<file path="src/rtl/reg_alu_seq_if.sv">
// Bundle between the execute/write-back sequencer, its requester and the register file.
// REG_ALU_SEQ_OVF_TRAP_EN adds the ovf_trap signal.
interface reg_alu_seq_if #(
    parameter int DATA_W = 32,
    parameter int ADDR_W = 5,
    parameter int CNT_W  = 16
);
    logic              in_valid;
    logic              in_ready;
    logic [ADDR_W-1:0] rs;
    logic [ADDR_W-1:0] rt;
    logic [ADDR_W-1:0] rd;
    logic [2:0]        alu_op;
    logic [ADDR_W-1:0] R_Addr_A;
    logic [ADDR_W-1:0] R_Addr_B;
    logic [DATA_W-1:0] R_Data_A;
    logic [DATA_W-1:0] R_Data_B;
    logic              Reg_Write;
    logic [ADDR_W-1:0] W_Addr;
    logic [DATA_W-1:0] W_Data;
    logic              done;
    logic [DATA_W-1:0] result;
    logic              ZF;
    logic              OF;
    logic              CF;
    logic [CNT_W-1:0]  retired_cnt;
`ifdef REG_ALU_SEQ_OVF_TRAP_EN
    logic              ovf_trap;
`endif

    modport slave (
`ifdef REG_ALU_SEQ_OVF_TRAP_EN
        output ovf_trap,
`endif
        input  in_valid, rs, rt, rd, alu_op, R_Data_A, R_Data_B,
        output in_ready, R_Addr_A, R_Addr_B, Reg_Write, W_Addr, W_Data,
        output done, result, ZF, OF, CF, retired_cnt
    );

    modport master (
`ifdef REG_ALU_SEQ_OVF_TRAP_EN
        input  ovf_trap,
`endif
        output in_valid, rs, rt, rd, alu_op, R_Data_A, R_Data_B,
        input  in_ready, R_Addr_A, R_Addr_B, Reg_Write, W_Addr, W_Data,
        input  done, result, ZF, OF, CF, retired_cnt
    );
endinterface

</file>
<file path="src/rtl/reg_alu_seq.sv">
// Four-state IDLE/READ/EXEC/WB sequencer: reads two registers, runs one ALU op, writes back.
// Optional macro REG_ALU_SEQ_OVF_TRAP_EN suppresses ADD/SUB overflow write-back and pulses ovf_trap.
module reg_alu_seq #(
    parameter int DATA_W = 32,
    parameter int ADDR_W = 5,
    parameter int CNT_W  = 16
) (
    input logic         clk_Regs,
    input logic         rst_n,
    reg_alu_seq_if.slave bus
);
    localparam logic [1:0] S_IDLE = 2'd0;
    localparam logic [1:0] S_READ = 2'd1;
    localparam logic [1:0] S_EXEC = 2'd2;
    localparam logic [1:0] S_WB   = 2'd3;

    localparam logic [2:0] OP_AND = 3'b000;
    localparam logic [2:0] OP_OR  = 3'b001;
    localparam logic [2:0] OP_XOR = 3'b010;
    localparam logic [2:0] OP_NOR = 3'b011;
    localparam logic [2:0] OP_ADD = 3'b100;
    localparam logic [2:0] OP_SUB = 3'b101;
    localparam logic [2:0] OP_SLT = 3'b110;
    localparam logic [2:0] OP_SLL = 3'b111;

    localparam int MSB = DATA_W - 1;

    logic [1:0]               r_state;
    logic [ADDR_W-1:0]        r_rs;
    logic [ADDR_W-1:0]        r_rt;
    logic [ADDR_W-1:0]        r_rd;
    logic [2:0]               r_op;
    logic signed [DATA_W-1:0] r_opA;
    logic signed [DATA_W-1:0] r_opB;
    logic [DATA_W-1:0]        r_result;
    logic                     r_zf;
    logic                     r_of;
    logic                     r_cf;
    logic [CNT_W-1:0]         r_cnt;
    logic [DATA_W+1:0]        w_alu;
    logic                     w_wb;
    logic                     w_wr_ok;

    // Returns {CF, OF, result}; arithmetic is one bit wider so the carry/borrow falls out directly.
    function automatic logic [DATA_W+1:0] alu_eval(
        input logic [2:0]               op,
        input logic signed [DATA_W-1:0] a,
        input logic signed [DATA_W-1:0] b
    );
        logic [DATA_W:0]   ext;
        logic [DATA_W-1:0] res;
        logic              cf;
        logic              of;
        ext = '0;
        res = '0;
        cf  = 1'b0;
        of  = 1'b0;
        case (op)
            OP_AND: res = a & b;
            OP_OR:  res = a | b;
            OP_XOR: res = a ^ b;
            OP_NOR: res = ~(a | b);
            OP_ADD: begin
                ext = {1'b0, a} + {1'b0, b};
                res = ext[DATA_W-1:0];
                cf  = ext[DATA_W];
                of  = (a[MSB] == b[MSB]) && (res[MSB] != a[MSB]);
            end
            OP_SUB: begin
                ext = {1'b0, a} - {1'b0, b};
                res = ext[DATA_W-1:0];
                cf  = ext[DATA_W];
                of  = (a[MSB] != b[MSB]) && (res[MSB] != a[MSB]);
            end
            OP_SLT: res = {{(DATA_W-1){1'b0}}, (a < b)};
            OP_SLL: res = b << a[4:0];
            default: res = '0;
        endcase
        return {cf, of, res};
    endfunction

    assign w_alu = alu_eval(r_op, r_opA, r_opB);
    assign w_wb  = (r_state == S_WB);

`ifdef REG_ALU_SEQ_OVF_TRAP_EN
    logic r_trap;
    assign w_wr_ok      = !r_trap;
    assign bus.ovf_trap = w_wb && r_trap;
`else
    assign w_wr_ok = 1'b1;
`endif

    always_ff @(posedge clk_Regs or negedge rst_n) begin
        if (!rst_n) begin
            r_state  <= S_IDLE;
            r_rs     <= '0;
            r_rt     <= '0;
            r_rd     <= '0;
            r_op     <= '0;
            r_opA    <= '0;
            r_opB    <= '0;
            r_result <= '0;
            r_zf     <= 1'b0;
            r_of     <= 1'b0;
            r_cf     <= 1'b0;
            r_cnt    <= '0;
`ifdef REG_ALU_SEQ_OVF_TRAP_EN
            r_trap   <= 1'b0;
`endif
        end else begin
            case (r_state)
                S_IDLE: if (bus.in_valid) begin
                    r_rs    <= bus.rs;
                    r_rt    <= bus.rt;
                    r_rd    <= bus.rd;
                    r_op    <= bus.alu_op;
                    r_state <= S_READ;
                end
                S_READ: begin
                    r_opA   <= bus.R_Data_A;
                    r_opB   <= bus.R_Data_B;
                    r_state <= S_EXEC;
                end
                S_EXEC: begin
                    r_result <= w_alu[DATA_W-1:0];
                    r_zf     <= (w_alu[DATA_W-1:0] == '0);
                    r_of     <= w_alu[DATA_W];
                    r_cf     <= w_alu[DATA_W+1];
`ifdef REG_ALU_SEQ_OVF_TRAP_EN
                    r_trap   <= ((r_op == OP_ADD) || (r_op == OP_SUB)) && w_alu[DATA_W];
`endif
                    r_state  <= S_WB;
                end
                default: begin
                    r_cnt   <= r_cnt + 1'b1;
                    r_state <= S_IDLE;
                end
            endcase
        end
    end

    // Handshake and write strobes decode straight from state so reset clears them at once.
    assign bus.in_ready    = (r_state == S_IDLE);
    assign bus.R_Addr_A    = r_rs;
    assign bus.R_Addr_B    = r_rt;
    assign bus.W_Addr      = r_rd;
    assign bus.W_Data      = r_result;
    assign bus.Reg_Write   = w_wb && (r_rd != '0) && w_wr_ok;
    assign bus.done        = w_wb;
    assign bus.result      = r_result;
    assign bus.ZF          = r_zf;
    assign bus.OF          = r_of;
    assign bus.CF          = r_cf;
    assign bus.retired_cnt = r_cnt;
endmodule

</file>
<file path="src/flat_wrapper.sv">
// flat-port wrapper written by rule: the top's interface ports become plain ports
module reg_alu_seq_flat 
#(
    parameter int DATA_W = 32,
    parameter int ADDR_W = 5,
    parameter int CNT_W  = 16
)
  (clk_Regs, rst_n, bus_in_valid, bus_rs, bus_rt, bus_rd, bus_alu_op, bus_R_Data_A, bus_R_Data_B, bus_in_ready, bus_R_Addr_A, bus_R_Addr_B, bus_Reg_Write, bus_W_Addr, bus_W_Data, bus_done, bus_result, bus_ZF, bus_OF, bus_CF, bus_retired_cnt);
  reg_alu_seq_if #(.DATA_W(DATA_W), .ADDR_W(ADDR_W), .CNT_W(CNT_W)) bus_i ();
  input logic clk_Regs;
  input logic rst_n;
  input wire logic [$bits(bus_i.in_valid)-1:0] bus_in_valid;
  input wire logic [$bits(bus_i.rs)-1:0] bus_rs;
  input wire logic [$bits(bus_i.rt)-1:0] bus_rt;
  input wire logic [$bits(bus_i.rd)-1:0] bus_rd;
  input wire logic [$bits(bus_i.alu_op)-1:0] bus_alu_op;
  input wire logic [$bits(bus_i.R_Data_A)-1:0] bus_R_Data_A;
  input wire logic [$bits(bus_i.R_Data_B)-1:0] bus_R_Data_B;
  output wire logic [$bits(bus_i.in_ready)-1:0] bus_in_ready;
  output wire logic [$bits(bus_i.R_Addr_A)-1:0] bus_R_Addr_A;
  output wire logic [$bits(bus_i.R_Addr_B)-1:0] bus_R_Addr_B;
  output wire logic [$bits(bus_i.Reg_Write)-1:0] bus_Reg_Write;
  output wire logic [$bits(bus_i.W_Addr)-1:0] bus_W_Addr;
  output wire logic [$bits(bus_i.W_Data)-1:0] bus_W_Data;
  output wire logic [$bits(bus_i.done)-1:0] bus_done;
  output wire logic [$bits(bus_i.result)-1:0] bus_result;
  output wire logic [$bits(bus_i.ZF)-1:0] bus_ZF;
  output wire logic [$bits(bus_i.OF)-1:0] bus_OF;
  output wire logic [$bits(bus_i.CF)-1:0] bus_CF;
  output wire logic [$bits(bus_i.retired_cnt)-1:0] bus_retired_cnt;
  assign bus_i.in_valid = bus_in_valid;
  assign bus_i.rs = bus_rs;
  assign bus_i.rt = bus_rt;
  assign bus_i.rd = bus_rd;
  assign bus_i.alu_op = bus_alu_op;
  assign bus_i.R_Data_A = bus_R_Data_A;
  assign bus_i.R_Data_B = bus_R_Data_B;
  assign bus_in_ready = bus_i.in_ready;
  assign bus_R_Addr_A = bus_i.R_Addr_A;
  assign bus_R_Addr_B = bus_i.R_Addr_B;
  assign bus_Reg_Write = bus_i.Reg_Write;
  assign bus_W_Addr = bus_i.W_Addr;
  assign bus_W_Data = bus_i.W_Data;
  assign bus_done = bus_i.done;
  assign bus_result = bus_i.result;
  assign bus_ZF = bus_i.ZF;
  assign bus_OF = bus_i.OF;
  assign bus_CF = bus_i.CF;
  assign bus_retired_cnt = bus_i.retired_cnt;
  reg_alu_seq #(.DATA_W(DATA_W), .ADDR_W(ADDR_W), .CNT_W(CNT_W)) u_core (.clk_Regs(clk_Regs), .rst_n(rst_n), .bus(bus_i));
endmodule
</file>
<file path="config.mk">
export PLATFORM = sky130hd
export DESIGN_NAME = reg_alu_seq_flat
export DESIGN_NICKNAME = d
export VERILOG_FILES = /design/src/rtl/reg_alu_seq_if.sv /design/src/rtl/reg_alu_seq.sv /design/src/flat_wrapper.sv
export SDC_FILE = /design/constraint.sdc
export NUM_CORES = 1
export LEC_CHECK = 0
export BUFFER_PORTS_ARGS = -buffer_cell sky130_fd_sc_hd__clkbuf_2
export CORE_MARGIN = 8
export CORE_UTILIZATION = 35
export CTS_CLUSTER_DIAMETER = 40
export DETAILED_ROUTE_END_ITERATION = 6
export HOLD_SLACK_MARGIN = 0.03
export SLEW_MARGIN = 20
export SYNTH_ARGS = -nofsm -noshare
export SYNTH_HDL_FRONTEND = slang
export SYNTH_SLANG_ARGS = --single-unit
</file>
<file path="constraint.sdc">
create_clock -name clk_Regs -period 12.3 [get_ports clk_Regs]
set_input_delay 0.615 -clock clk_Regs [delete_from_list [all_inputs] [get_ports clk_Regs]]
set_output_delay 0.615 -clock clk_Regs [all_outputs]
set_load 0.005 [all_outputs]
</file>
==> summary.txt, run 1 <==
DRT Pass-1 Iters -> 5
Most frequent cell after synthesis -> nand2_1
Status -> finished clean
Asr flop ratio synth -> 100%
Area leader, netlist -> dfrtp_1
Simple-Gate Fraction of Synth Area -> 16.9%
Final setup TNS -> 0 ns
Post-synth top area share -> 25.2%
Total core area -> 0.0377 mm2
Initial Util -> 35.6%
Fin crit period -> 5.08 ns
WL met1 -> 22400 um
Hold violation count in the final report -> 0
Largest family of logic cells by synthesized area -> compound AO/OA/AOI/OAI gates
Seq/Total Area, Yosys -> 25.2%
Clk Latency, worst-skew pair -> 0.48 ns
Die ar. -> 0.0448 mm2
Drt first-iter violations -> 1319
Max-cap violation count -> 0
Mapped cell area -> 0.0134 mm2
RSZ-0062 raised after global routing -> false
First-pass GRT wire length -> 81900 um
Seq cells post-synth -> 135
H-tree depth -> 4
Mapped Cells -> 1645
Max layer used -> met4
Global route overflow -> 0
Root buf cell -> clkbuf_16
Number of global-route vias before repair -> 13200
Worst setup margin -> 7.22 ns
DRC Markers -> 0
GRT Total Usage -> 23.8%
Row cnt -> 71
Mux cell area share after synthesis -> 12.2%
Post-synth cell types -> 88
Syn Area/Cell -> 8.14 um2
CP max FO -> 40
Final period util -> 41.3%
Routability cong. -> 0.974
Hold Slack -> 0.137 ns
DR WL/cell -> 24.0 um
Slew HR -> 27.6%
Final instance area -> 0.0150 mm2
Critical Path Source -> u_core.r_opA[2]
Placed inst area -> 0.0144 mm2
Post-CTS resize count -> 0
Postcts setup bufs -> 0
Top_reg_cell synth -> dfrtp_1
Top cells by area, synth -> dfrtp_1 (25%), ha_1 (10%), nand2_1 (5.5%)
Worst r2r src -> u_core.r_opA[2]
Data required, critical path -> 12.69 ns
CP endpoint kind -> register
Pre-CTS setup slack -> 7.31 ns
Number of vias per cell -> 5.90
Critical R2R Capture -> u_core.bus.ZF
CTS tree -> done
EDFF count, synth -> 0
Die span in y -> 212 um
WS Path Type -> reg2reg
Worst reg-to-reg setup slack -> 7.22 ns
Routed wl met3 -> 4330 um
Largest net degree at the start of global routing -> 78
Max Freq -> 197 MHz
Post-DP HPWL -> 41300 um
Xor and xnor area share after synthesis -> 2.29%
Met2 WL -> 25000 um
Synth Warn # -> 0
Cts hold-fix bufs -> 0
Fin Clk Skew -> 0.0168 ns
CTS Sinks -> 135
PortBufs -> 185
Remaining antenna violation count -> 0
Critical Path Source Type -> register
Final nets -> 1923
Post-Syn Nets -> 1844
Top cells by count, synth -> nand2_1 (196), o21ai_0 (140), dfrtp_1 (135)
Fin. max-slew vios -> 0
Adder-cell share of the synthesized area -> 10.8%
Area growth, synth to finish -> 11.7%
Crit path DAT -> 5.47 ns
Die X -> 212 um
Complex-gate fraction of the synthesized area -> 24.3%
Inserted Clock Buffers -> 17
Io pins -> 186
FF-to-FF path depth -> 14
Initial antenna violation count -> 0
Worst-Margin Slew -> 1.08 ns
Ratio of cells with drive above 1 in the final layout -> 19.6%
Routed wire length -> 54000 um
Via count -> 13300
CTS max path bufs -> 2
Setup violators final -> 0
Hold Path Class -> in2async
Worst-path clk slew -> 0.07 ns
==> critical path, cell delays in order, from the launching register on <==
cell and delay, ns:
dfrtp_1 0.32, buf_4 0.42, inv_1 0.53, ha_1 0.60
nand2b_1 0.13, a21oi_1 0.41, o22a_1 0.23, a21oi_1 0.12
o31ai_1 0.28, mux2i_1 0.12, o32a_1 0.35, or4_4 0.53
nor4_2 0.48, nand4_1 0.28, o22ai_2 0.16
==> logic make-up (layout without fill, tap and decap cells) <==
group | after synthesis | in the layout
AO/OA/AOI/OAI | 501 | 501
AND/OR/NAND/NOR | 488 | 488
buffers and inverters | 252 | 344
flip-flops | 135 | 135
multiplexers | 120 | 120
adder cells (fa/ha/maj) | 114 | 114
XOR/XNOR | 35 | 35
other | 0 | 1
==> state kept, by name, indices dropped and copies added (netlist names) <==
register	flops
u_core.bus.R_Addr_B	5
u_core.r_opA	32
u_core.bus.retired_cnt	16
u_core.r_state	2
u_core.bus.ZF	1
u_core.bus.W_Addr	5
u_core.bus.W_Data	32
u_core.r_op	3
u_core.bus.R_Addr_A	5
u_core.bus.CF	1
u_core.bus.OF	1
u_core.r_opB	32
==> worst max-delay path by stage <==
stage               endpoint  slack (ns)  depth (start not counted)
6_report       u_core.bus.ZF        7.22                         14
5_1_grt        u_core.bus.ZF        7.05                         15
4_1_cts        u_core.bus.ZF        7.28                         15
3_5_place_dp   u_core.bus.ZF        7.31                         15
3_3_place_gp   u_core.bus.ZF        7.35                         15
2_1_floorplan  u_core.bus.ZF        7.95                         18
==> cells in the final DEF, fill, tap and decap left out, drive strengths merged, types with 9 or more instances in the layout <==
| cell type | Yosys | layout |
|---|---|---|
| a211oi | 27 | 27 |
| a21boi | 13 | 13 |
| a21oi | 110 | 110 |
| a31oi | 15 | 15 |
| and3 | 9 | 9 |
| buf | 67 | 16 |
| clkbuf | 73 | 204 |
| dfrtp | 135 | 135 |
| ha | 112 | 112 |
| inv | 109 | 113 |
| mux2 | 49 | 49 |
| mux2i | 41 | 41 |
| mux4 | 30 | 30 |
| nand2 | 197 | 197 |
| nand2b | 13 | 13 |
| nand3 | 34 | 34 |
| nand4 | 16 | 16 |
| nor2 | 119 | 119 |
| nor2b | 14 | 14 |
| nor3 | 25 | 25 |
| nor4 | 14 | 14 |
| o211ai | 26 | 26 |
| o21a | 13 | 13 |
| o21ai | 145 | 145 |
| o21bai | 11 | 11 |
| o221ai | 10 | 10 |
| o22a | 9 | 9 |
| o22ai | 21 | 21 |
| o31ai | 13 | 13 |
| or3 | 9 | 9 |
| or4 | 9 | 9 |
| xnor2 | 30 | 30 |
==> layout make-up <==
cell class | instances | area [um2]
inverters | 112 | 420
repair buffers | 200 | 1040
diodes | 1 | 2.50
flip-flops and latches | 135 | 3380
well taps | 511 | 639
clock inverters | 12 | 93.8
multi-input cells | 1258 | 8930
fillers | 3934 | 22700
clock buffers | 20 | 447
==> through the flow <==
step                      std cells  util (%)
after floorplan                1645         -
after global placement         2216      38.3
after detailed placement       2216      38.3
after CTS                      2248      39.7
after global routing           2248      39.7
final                          2249      39.7
==> layer usage <==
layer | GRT usage (%) | vias up
met1 | 30.2 | 6413
met4 | 10.6 | 0
li1 | - | 6067
met2 | 38.7 | 682
met3 | 5.15 | 117
met5 | 0 | -
Power of run 1 is left out: the tool's default activity adds up to more than one toggle a clock period on the data nets, which glitch-free logic cannot reach.
==> run 2: changes to the inputs <==
ABC_AREA = 1   (was default)
clock period = 5.1 ns   (was 12.3 ns; I/O delays follow)
==> run 2 against run 1 <==
Area after synthesis up 5.6%. Largest cell class unchanged. Flip-flop and latch count did not move. Utilization grew 2.0 points. Critical path type unchanged. Critical endpoint unchanged. Die area grew 5.2%.
==> summary.txt, run 2 <==
Area growth, synth to finish -> 17.4% (was 11.7%)
Post-synth cell types -> 41 (was 88)
Final setup TNS -> 0 ns (unchanged)
Hold violation count in the final report -> 0 (unchanged)
First-pass GRT wire length -> 96600 um (was 81900 um)
Top cells by count, synth -> nand2_1 (761), inv_1 (333), nand3_1 (324) (was nand2_1 (196), o21ai_0 (140), dfrtp_1 (135))
CTS Sinks -> 135 (unchanged)
Global route overflow -> 0 (unchanged)
Status -> finished clean (unchanged)
Via count -> 16200 (was 13300)
Die ar. -> 0.0471 mm2 (was 0.0448 mm2)
Ratio of cells with drive above 1 in the final layout -> 10.9% (was 19.6%)
Remaining antenna violation count -> 0 (unchanged)
Top_reg_cell synth -> dfrtp_1 (unchanged)
DRT Pass-1 Iters -> 6 (was 5)
PortBufs -> 185 (unchanged)
Post-DP HPWL -> 51600 um (was 41300 um)
Slew HR -> 28.2% (was 27.6%)
Syn Area/Cell -> 6.02 um2 (was 8.14 um2)
Mapped cell area -> 0.0141 mm2 (was 0.0134 mm2)
Cts hold-fix bufs -> 81 (was 0)
Seq cells post-synth -> 135 (unchanged)
Largest net degree at the start of global routing -> 96 (was 78)
DR WL/cell -> 21.0 um (was 24.0 um)
Synth Warn # -> 0 (unchanged)
DRC Markers -> 0 (unchanged)
Post-Syn Nets -> 2551 (was 1844)
Total core area -> 0.0398 mm2 (was 0.0377 mm2)
Initial Util -> 35.5% (was 35.6%)
GRT Total Usage -> 27.0% (was 23.8%)
Data required, critical path -> 5.53 ns (was 12.69 ns)
Number of vias per cell -> 5.29 (was 5.90)
EDFF count, synth -> 0 (unchanged)
Hold Path Class -> in2reg (was in2async)
Adder-cell share of the synthesized area -> 10.2% (was 10.8%)
CTS tree -> done (unchanged)
Largest family of logic cells by synthesized area -> simple AND/OR/NAND/NOR gates (was compound AO/OA/AOI/OAI gates)
Routed wire length -> 64200 um (was 54000 um)
Fin crit period -> 3.71 ns (was 5.08 ns)
Clk Latency, worst-skew pair -> 0.49 ns (was 0.48 ns)
CP endpoint kind -> register (unchanged)
Initial antenna violation count -> 1 (was 0)
Drt first-iter violations -> 1778 (was 1319)
Worst-Margin Slew -> 1.08 ns (about the same)
Max Freq -> 270 MHz (was 197 MHz)
Pre-CTS setup slack -> 1.50 ns (was 7.31 ns)
Die span in y -> 217 um (was 212 um)
CTS max path bufs -> 2 (unchanged)
Most common cell after layout, fill and taps aside -> nand2_1 (unchanged)
Register area -> 0.00338 mm2 (about the same)
CP max FO -> 32 (was 40)
Max-cap violation count -> 0 (unchanged)
Setup violators final -> 0 (unchanged)
Fin util -> 41.7% (was 39.7%)
Seq/Total Area, Yosys -> 23.9% (was 25.2%)
Postcts setup bufs -> 0 (unchanged)
Multi-input gate area -> 0.00884 mm2 (was 0.00893 mm2)
Most frequent cell after synthesis -> nand2_1 (unchanged)
Simple-Gate Fraction of Synth Area -> 40.1% (was 16.9%)
Final nets -> 2725 (was 1923)
Final period util -> 72.7% (was 41.3%)
Fill count -> 4376 (was 3934)
Post-CTS resize count -> 0 (unchanged)
Fin. max-slew vios -> 0 (unchanged)
WS Path Type -> reg2reg (unchanged)
H-tree depth -> 4 (unchanged)
Worst setup margin -> 1.39 ns (was 7.22 ns)
Io pins -> 186 (unchanged)
Number of global-route vias before repair -> 15900 (was 13200)
Complex-gate fraction of the synthesized area -> 9.77% (was 24.3%)
Inserted Clock Buffers -> 17 (unchanged)
Crit path DAT -> 4.14 ns (was 5.47 ns)
Die X -> 217 um (was 212 um)
Dpl cells -> 2951 (was 2216)
Top cells by area, synth -> dfrtp_1 (24%), nand2_1 (20%), nand3_1 (11%) (was dfrtp_1 (25%), ha_1 (10%), nand2_1 (5.5%))
Fin Clk Skew -> 0.0203 ns (was 0.0168 ns)
Mapped Cells -> 2352 (was 1645)
Mux cell area share after synthesis -> 1.19% (was 12.2%)
Critical Path Source Type -> register (unchanged)
Xor and xnor area share after synthesis -> 1.05% (was 2.29%)
RSZ-0062 raised after global routing -> false (unchanged)
Worst-path clk slew -> 0.07 ns (about the same)
Root buf cell -> clkbuf_16 (unchanged)
Worst reg-to-reg setup slack -> 1.39 ns (was 7.22 ns)
Row cnt -> 73 (was 71)
Area leader, netlist -> dfrtp_1 (unchanged)
Post-synth top area share -> 23.9% (was 25.2%)
Most frequent cells in the layout -> nand2_1 (760), inv_1 (333), nand3_1 (324) (was nand2_1 (196), clkbuf_2 (184), o21ai_0 (140))
Antenna fix cells -> 0 (was 1)
Final cell count without fillers -> 3064 (was 2249)
Routability cong. -> 1.02 (was 0.974)
Asr flop ratio synth -> 100% (unchanged)
## run 2: stage by stage
stage	cell area (um2)	hold slack [ns]
floorplan	14100	-0.0406
finish	16600	0.103
global route	16600	0.0870
detailed placement	15200	0.427
CTS	16600	0.0604
global placement	15200	0.420
## run 2: final timing paths
kind,start,endpoint,cells after the start
setup / recovery,u_core.r_opA[3],u_core.bus.ZF,16
hold / removal,bus_in_valid,u_core.r_state[1],4
setup reg to reg,u_core.r_opA[3],u_core.bus.ZF,16
hold reg to reg,u_core.bus.retired_cnt[15],u_core.bus.retired_cnt[15],1
max in group asynchronous,rst_n,u_core.r_opB[11],3
min in group asynchronous,rst_n,u_core.bus.retired_cnt[12],2
## run 2: worst max-delay path: stages (launching register included)
cell      delay (ns)
dfrtp_1         0.32
buf_4           0.34
clkinv_1        0.16
ha_1            0.46
nor2_1          0.40
nand3_1         0.20
nand3_1         0.36
nand2_1         0.09
nand3_1         0.09
nand3_1         0.08
nor3_1          0.40
nand3_1         0.18
nor2_1          0.23
nand3_1         0.09
nor2_1          0.10
nand3_1         0.07
nand2_1         0.06
## run 2: kinds of logic (layout without fill, tap and decap cells)
kind of cell | Yosys count | in the layout
AO/OA/AOI/OAI | 249 | 249
XOR/XNOR | 17 | 17
adder cells (fa/ha/maj) | 114 | 114
buffers and inverters | 468 | 655
flip-flops | 135 | 135
multiplexers | 15 | 15
AND/OR/NAND/NOR | 1354 | 1354
## run 2: metal layers
layer | track usage (%) | up-vias | routed length, um
li1 | - | 7773 | -
met2 | 41.9 | 717 | 28000
met3 | 5.41 | 104 | 5030
met1 | 36.7 | 7614 | 29000
met5 | 0 | - | 0
met4 | 10.3 | 0 | 2210
## run 2: cell type report
| type | count | share of cell area (%) |
|---|---|---|
| Inverter | 339 | 7.66 |
| Multi-Input combinational cell | 1749 | 53.2 |
| Clock buffer | 19 | 2.73 |
| Tap cell | 525 | 3.95 |
| Timing Repair Buffer | 284 | 11.3 |
| Clock inverter | 13 | 0.828 |
| Sequential cell | 135 | 20.3 |
Power of run 2 is left out for the same reason.
==> run 3: changes to the inputs <==
clock period = 3.4 ns   (was 5.1 ns; I/O delays follow)
==> run 3 against run 2 <==
The flow now finishes with violations (design-rule violations). Largest cell class unchanged. Via count down 0.40%. Non-clock buffer count up 39. Critical path depth up 4. Register-to-register slack worse by 1.1 ns. Flip-flop and latch count unchanged. Highest routed layer unchanged. Clock-buffer cell count down 2.
==> summary.txt, run 3 (synthesis results as in run 2) <==
Status -> finished with violations (was finished clean)
Failing checks -> design-rule violations
Drt first-iter violations -> 1773 (was 1778)
Data required, critical path -> 3.81 ns (was 5.53 ns)
Fin. max-slew vios -> 0 (unchanged)
GRT Total Usage -> 26.0% (was 27.0%)
Number of vias per cell -> 5.20 (was 5.29)
Final nets -> 2764 (was 2725)
Worst path cell trace -> ha_2 > inv_1 > fa_1 > inv_1 > nand3_2 > nand2_4 > nand2_1 > nand2_1 > nand2_1 > nand2_2 > nand2_1 > nand2_1 > nand2_1 > nand3_1 > nand3_1 > nand2_1 > nand3_1 > nor2_1 > nand3_1 > nand2_1 (was buf_4 > clkinv_1 > ha_1 > nor2_1 > nand3_1 > nand3_1 > nand2_1 > nand3_1 > nand3_1 > nor3_1 > nand3_1 > nor2_1 > nand3_1 > nor2_1 > nand3_1 > nand2_1)
Setup violators final -> 0 (unchanged)
CP endpoint kind -> register (unchanged)
Critical Path Most Common Cell -> nand2_1 (was nand3_1)
DR WL/cell -> 20.0 um (was 21.0 um)
WS Path Type -> reg2reg (unchanged)
Final period util -> 92.1% (was 72.7%)
Die span in y -> 217 um (unchanged)
Row cnt -> 73 (unchanged)
Hold Path Class -> in2async (was in2reg)
Crit path DAT -> 3.54 ns (was 4.14 ns)
Postcts setup bufs -> 0 (unchanged)
Worst-path clk slew -> 0.07 ns (about the same)
CTS max path bufs -> 2 (unchanged)
Fin Clk Skew -> 0.0147 ns (was 0.0203 ns)
Slew HR -> 30.8% (was 28.2%)
First-pass GRT wire length -> 93600 um (was 96600 um)
Die ar. -> 0.0471 mm2 (unchanged)
Final setup TNS -> 0 ns (unchanged)
CP max stage cell -> fa_1 (was ha_1)
Routability cong. -> 1.02 (about the same)
Routed wire length -> 62100 um (was 64200 um)
Initial Util -> 35.5% (unchanged)
Via count -> 16100 (was 16200)
Ratio of cells with drive above 1 in the final layout -> 12.3% (was 10.9%)
RSZ-0062 raised after global routing -> false (unchanged)
Hold violation count in the final report -> 0 (unchanged)
Global route overflow -> 0 (unchanged)
H-tree depth -> 4 (unchanged)
CTS Sinks -> 135 (unchanged)
Worst reg-to-reg setup slack -> 0.27 ns (was 1.39 ns)
Number of global-route vias before repair -> 15500 (was 15900)
Die X -> 217 um (unchanged)
CTS tree -> done (unchanged)
Largest net degree at the start of global routing -> 91 (was 96)
DRC Markers -> 16 (was 0)
Critical Path Source Type -> register (unchanged)
Io pins -> 186 (unchanged)
Worst setup margin -> 0.270 ns (was 1.39 ns)
Remaining antenna violation count -> 0 (unchanged)
Fin crit period -> 3.13 ns (was 3.71 ns)
Max-cap violation count -> 0 (unchanged)
Post-DP HPWL -> 50400 um (was 51600 um)
Worst-Margin Slew -> 1.04 ns (was 1.08 ns)
Initial antenna violation count -> 2 (was 1)
Most frequent cells in the layout -> nand2_1 (759), inv_1 (333), nand3_1 (323) (was nand2_1 (760), inv_1 (333), nand3_1 (324))
Root buf cell -> clkbuf_16 (unchanged)
Slowest Stage Delay on Critical Path -> 0.41 ns (was 0.46 ns)
DRT Pass-1 Iters -> 7 (was 6)
Area growth, synth to finish -> 19.8% (was 17.4%)
PortBufs -> 185 (unchanged)
Antenna fix cells -> 0 (unchanged)
Pre-CTS setup slack -> 0.0871 ns (was 1.50 ns)
Inserted Clock Buffers -> 17 (unchanged)
CP max FO -> 5 (was 32)
Most common cell after layout, fill and taps aside -> nand2_1 (unchanged)
Total core area -> 0.0398 mm2 (unchanged)
Clk Latency, worst-skew pair -> 0.48 ns (was 0.49 ns)
Max Freq -> 319 MHz (was 270 MHz)
==> run 3: cell count changes in the layout (fill, tap and decap cells not counted), moves of 3 or more <==
| cell | before | now |
|---|---|---|
| inv_6 | 3 | 7 |
| buf_4 | 18 | 51 |
| buf_12 | 0 | 3 |
| dlygate4sd3_1 | 81 | 84 |
| clkinv_4 | 4 | 0 |
==> run 3: final timing paths <==
kind                                                   end  cells past startpoint                        from
worst min-delay path            u_core.bus.retired_cnt[11]                      2                       rst_n
worst max-delay path                         u_core.bus.ZF                     20             u_core.r_opA[0]
min in group clk_Regs                     u_core.r_opA[30]                      4            bus_R_Data_A[30]
worst min register to register  u_core.bus.retired_cnt[15]                      1  u_core.bus.retired_cnt[15]
max in group asynchronous             u_core.bus.W_Data[5]                      3                       rst_n
worst max register to register               u_core.bus.ZF                     20             u_core.r_opA[0]
==> run 3: metrics by stage <==
| stage | utilization (%) | hold slack [ns] | std cells | cell area, um2 |
|---|---|---|---|---|
| global route | 42.6 | 0.435 | 3103 | 16900 |
| detailed placement | 39.0 | 0.328 | 2987 | 15500 |
| CTS | 42.5 | 0.372 | 3103 | 16900 |
| global placement | 39.0 | 0.323 | 2987 | 15500 |
| finish | 42.6 | 0.322 | 3103 | 16900 |
| floorplan | - | -0.126 | 2352 | 14100 |
==> run 3: area by class of cell <==
cell class / instances / area, um2
inverter: 339 / 1270
clock buffer: 17 / 425
sequential: 135 / 3380
timing repair buffer: 323 / 2220
clock inverter: 15 / 140
fill: 4407 / 22900
multi-input combinational: 1749 / 8860
tap: 525 / 657
==> run 3: critical path, delay by kind of cell, from the launching register on <==
kind / cells / cell delay, ns
buffers and inverters: 2 / 0.30
DFF: 1 / 0.39
and+or+nand+nor: 16 / 1.70
adders and majority gates: 2 / 0.66
==> run 3: routing by layer <==
metal | track usage (%) | vias to the layer above | routed length [um]
li1 | - | 7841 | -
met1 | 35.2 | 7495 | 28000
met2 | 41.3 | 708 | 27700
met3 | 4.29 | 99 | 4480
met4 | 9.65 | 0 | 1910
met5 | 0 | - | 0
==> run 3: repair_timing <==
action | in CTS | in global routing
hold buffers | 84 | 0
gates resized for setup | 0 | 6
endpoints found under the hold margin | 173 | 0
setup endpoints to repair | 0 | 2
Power of run 3 is left out for the same reason.
